<file path="src/rtl/sat_counter.sv">
// Saturating event counter with synchronous clear; clear wins, then the event applies.
module sat_counter #(
  parameter int W = 8
) (
  input  logic         clk,
  input  logic         rst,
  input  logic         inc,
  input  logic         clr,
  output logic [W-1:0] cnt
);

  localparam logic [W-1:0] MAX = {W{1'b1}};

  logic [W-1:0] cnt_reg, cnt_next;

  always_comb begin
    cnt_next = cnt_reg;
    if (clr) begin
      cnt_next = inc ? W'(1) : '0;
    end else if (inc && (cnt_reg != MAX)) begin
      cnt_next = cnt_reg + W'(1);
    end
  end

  always_ff @(posedge clk or negedge rst) begin
    if (!rst) begin
      cnt_reg <= '0;
    end else begin
      cnt_reg <= cnt_next;
    end
  end

  assign cnt = cnt_reg;

endmodule

</file>
<file path="config.mk">
export PLATFORM = sky130hd
export DESIGN_NAME = sat_counter
export DESIGN_NICKNAME = d
export VERILOG_FILES = /design/src/rtl/sat_counter.sv
export SDC_FILE = /design/constraint.sdc
export NUM_CORES = 1
export LEC_CHECK = 0
export ABC_AREA = 1
export BUFFER_PORTS_ARGS = -buffer_cell sky130_fd_sc_hd__buf_2
export CORE_AREA = 3 3 40 42
export DETAILED_ROUTE_END_ITERATION = 12
export DIE_AREA = 0 0 43 45
export GPL_TIMING_DRIVEN = 1
export SETUP_SLACK_MARGIN = 0.05
export SLEW_MARGIN = 0
export SYNTH_ARGS = -nofsm -noshare
export SYNTH_HDL_FRONTEND = slang
export SYNTH_SLANG_ARGS = --single-unit
</file>
<file path="constraint.sdc">
create_clock -name clk -period 1.5 [get_ports clk]
set_clock_uncertainty 0.1 [all_clocks]
set_input_delay 0.3 -clock clk [delete_from_list [all_inputs] [get_ports clk]]
set_output_delay 0.3 -clock clk [all_outputs]
set_load 0.01 [all_outputs]
</file>
; Yosys cells after proc, flatten, opt, wreduce, memory -nomap -nowiden
; Index checks and enable logic that the tools add are counted.
[classes]
muxes = 3
eq_ne = 1
n_addsub = 1
n_reduce_logical = 2
[op_table]
columns = operator, count
row1 = 2-to-1 mux 8 bit, 2
row2 = adder 8 x 1 -> 8 bit (second input constant), 1
row3 = inequality test 8 bit (second input constant), 1
row4 = nonzero test 2 bit, 1
row5 = logical AND 1 bit, 1
row6 = 2-to-1 mux 1 bit, 1
[totals]
word_cells = 8
in_bits = 4
reg_bits = 8
output_inout_bits = 8

; Logic depth before layout (Yosys ltp)
[logic_depth]
ltp_word = 4
ltp_mapped = 8

; Least setup slack after synthesis
; Ideal clock, no wire load.
[synth_timing]
path_kind = reg-to-reg
startpoint = reg cnt_reg[0] (netlist: cnt[0])
endpoint = reg cnt_reg[3] (netlist: cnt[3])
path_slack_ps = 76
t_arrival_ps = 1206
path_stages_with_launch = 9
required_ps = 1282
path_cell_list = dfrtp_1 ha_1 nand2_1 nor2_2 nand2_4 nand2_8 nand2_2 nand2_1 nand2_1
[synth_between]
elab_chain_cells = 3
word_cells_on_any_way = 6
[synth_lines]
columns = item, line_no
row1 = from (decl), 14  ; logic [W-1:0] cnt_reg, cnt_next;
row2 = from (signal assigned), 29  ; cnt_reg <= cnt_next;
row3 = adder 8 x 1 -> 8 bit / inequality test 8 bit (equally long branches), "21, 20"
row4 = 2-to-1 mux 8 bit / logical AND 1 bit (equally long branches), 20  ; end else if (inc && (cnt_reg != MAX)) begin
row5 = 2-to-1 mux 8 bit / nonzero test 2 bit (equally long branches), -
; Several ways; a longest one is shown, not always the timed one. The select of a mux whose other input is x is not followed.
; A chain may end at the register's enable or synchronous reset.

; Worst setup path in the final report
[layout_timing]
startpoint = reg cnt_reg[0] (netlist: cnt[0])
endpoint = reg cnt_reg[6] (netlist: cnt[6])
; The elaborated chain is that of the path after synthesis.

==> flow_metrics.env <==
export IMPL_ant_nets=0
export IMPL_period_minus_slack_ns=1.36
export IMPL_start_util=0.404
export IMPL_clockRootBuffer="clkbuf_4"
export IMPL_grt_max_degree=11
export IMPL_die_w_um=43
export IMPL_power_density_nw_per_um2=713
export IMPL_post_cts_buffers=0
export IMPL_synth_nets=74
export IMPL_ys_flop_type="dfrtp_1"
export IMPL_combPwrFrac=0.161
export IMPL_grt_ovfl_total=0
export IMPL_grt_pass1_wl_mm=1.89
export IMPL_wl_mm=1.09
export IMPL_finalSetupViolCount=0
export IMPL_n_antenna_cell=0
export IMPL_p_sw_frac=0.254
export IMPL_drc=0
export IMPL_drive_above_1_share=0.310
export IMPL_p_int_mw=0.346
export IMPL_insertion_delay_ns=0.25
export IMPL_cts_tree="yes"
export IMPL_synth_cells=69
export IMPL_coreArea_um2=1280
export IMPL_rows=13
export IMPL_fin_ws_ns=0.144
export IMPL_cp_max_fo=3
export IMPL_required_ns=1.53
export IMPL_start_kind="flop"
export IMPL_ys_seq_elements=8
export IMPL_finalWeightedCongestion=0.813
export IMPL_multi_input_area_um2=288
export IMPL_slew_headroom=0.795
export IMPL_holdCritPathClass="in2reg"
export IMPL_grt_usage=0.134
export IMPL_ios=12
export IMPL_dr_pass1_iters=4
export IMPL_synth_top_area_cell="dfrtp_1"
export IMPL_grt_pass1_vias=441
export IMPL_layout_cells_non_filler=102
export IMPL_avgSynthCellArea_um2=7.53
export IMPL_fmax_ghz=0.737
export IMPL_p_clk_frac=0.345
export IMPL_crit_arrival_ns=1.39
export IMPL_leakagePower_nw=0.368
export IMPL_largest_reg_flops=8
export IMPL_dp_cells=98
export IMPL_yosysTopAreaCellShare=0.386
export IMPL_hold_viol=0
export IMPL_viasPerCell=4.97
export IMPL_synth_cell_types=18
export IMPL_finalCritPeriodShare=0.904
export IMPL_antenna_found_initial=0
export IMPL_clock_sinks=8
export IMPL_p_seq_frac=0.494
export IMPL_synthTopCellsByArea="dfrtp_1 39%, nand2_1 14%, nand3_1 9.6%, inv_1 5.8%, nor2_1 4.3%"
export IMPL_synth_edf_count=0
export IMPL_yosysSeqAreaShare=0.386
export IMPL_numCtsBuffers=3
export IMPL_htreeDepth=1
export IMPL_end_kind="flop"
export IMPL_worst_slew_pin_slew_ns=0.305
export IMPL_io_buffers=11
export IMPL_seq_area_um2=200
export IMPL_pre_cts_ws_ns=0.117
export IMPL_synth_most_common_cell="nand2_1"
export IMPL_yosys_top_cells_count="19 x nand2_1, 10 x nand3_1, 8 x dfrtp_1, 8 x inv_1, 6 x nor2_1"
export IMPL_drv_cap=0
export IMPL_via_count=507
export IMPL_fp_dieH_um=45
export IMPL_yosysWarnings=0
export IMPL_peakVddDrop_mv=0.369
export IMPL_syn_to_final_growth_pct=25.3
export IMPL_path_clk_slew_ns=0.06
export IMPL_p_sw_mw=0.118
export IMPL_fill_cells=143
export IMPL_fin_nets=94
export IMPL_initialDrtViolationCount=9
export IMPL_synth_area_um2=519
export IMPL_status="finished clean"
export IMPL_crit_type="reg2reg"
export IMPL_synthArstFlopShare=1.00
export IMPL_dpl_hpwl_um=858
export IMPL_wl_per_cell_um=10.7
export IMPL_maxSlewViolCount=0
export IMPL_design_die_area_um2=1940
export IMPL_clock_path_buffers=2
export IMPL_fin_setup_tns_ns=0
export IMPL_rsz0062_at_grt="no"
-- critical path, cell delays in order, from the launching register on --
cell and delay (ns):
dfrtp_1 0.38, ha_1 0.22, nand2_2 0.11, buf_4 0.13, nor2_1 0.04, a21oi_1 0.11
nor2_1 0.06, nand2_1 0.06, nand2_1 0.05
-- cell usage in the layout (no fill, tap or decap), drive strengths merged --
cell	n
nand3	10
nand4	2
dlygate4sd3	1
dfrtp	8
o21ai	2
nor2	9
buf	14
xor2	1
ha	1
a21boi	1
nand2	23
nor3	1
clkinv	1
inv	8
clkbuf	3
a21oi	2
-- layer usage --
| layer | share of wire | routed length (um) | track usage |
|---|---|---|---|
| met1 | 0.49 | 540 | 0.190 |
| met2 | 0.45 | 493 | 0.183 |
| met3 | 0.042 | 46 | 0.0359 |
| met4 | 0.012 | 13 | 0.0723 |
| met5 | 0 | 0 | 0 |
-- metrics by stage --
step	cell area, um^2	power, mW	hold slack, ns	utilization
global placement	616	0.305	0.0602	0.479
detailed placement	616	0.305	0.0577	0.479
floorplan	519	0.267	-0.0956	-
finish	651	0.464	0.242	0.506
CTS	648	0.468	0.235	0.504
global route	651	0.494	0.273	0.506
-- path summary, 6_finish.rpt --
| path | cells past startpoint | to | start | slack [ns] |
|---|---|---|---|---|
| max in group asynchronous | 2 | cnt[4]$_DFFE_PN0P_ | rst | 0.81 |
| min in group asynchronous | 2 | cnt[0]$_DFFE_PN0P_ | rst | 0.32 |
| worst max register to register | 8 | cnt[6]$_DFFE_PN0P_ | cnt[0]$_DFFE_PN0P_ | 0.14 |
| worst max-delay path | 8 | cnt[6]$_DFFE_PN0P_ | cnt[0]$_DFFE_PN0P_ | 0.14 |
| worst min-delay path | 3 | cnt[0]$_DFFE_PN0P_ | clr | 0.24 |
| worst min register to register | 2 | cnt[7]$_DFFE_PN0P_ | cnt[7]$_DFFE_PN0P_ | 0.47 |
-- cell families after synthesis --
| group | synth area share |
|---|---|
| buffers and inverters | 0.0651 |
| DFF | 0.386 |
| and+or+nand+nor | 0.441 |
| adders and majority gates | 0.0241 |
| AOI/OAI and AO/OA | 0.0675 |
| xor gates and xnor gates | 0.0169 |
-- power groups by stage --
stage | registers (mW) | logic, mW | clock network (mW)
6_report | 0.229 | 0.0745 | 0.160
5_1_grt | 0.230 | 0.0827 | 0.182
4_1_cts | 0.229 | 0.0747 | 0.164
3_5_place_dp | 0.232 | 0.0722 | 0
3_3_place_gp | 0.232 | 0.0731 | 0
2_1_floorplan | 0.239 | 0.0280 | 0
-- repair_timing --
item,in CTS,in global routing
gates resized for setup,0,2
hold endpoints to repair,8,0
hold buffers,1,0
setup endpoints to repair,0,4
-- layout make-up --
type | count | area share
well taps | 15 | 0.0288
flip-flops and latches | 8 | 0.308
clock buffers | 3 | 0.0346
repair buffers | 15 | 0.135
multi-input cells | 52 | 0.442
inverters | 9 | 0.0519
Power figures use the tool's default switching activity.
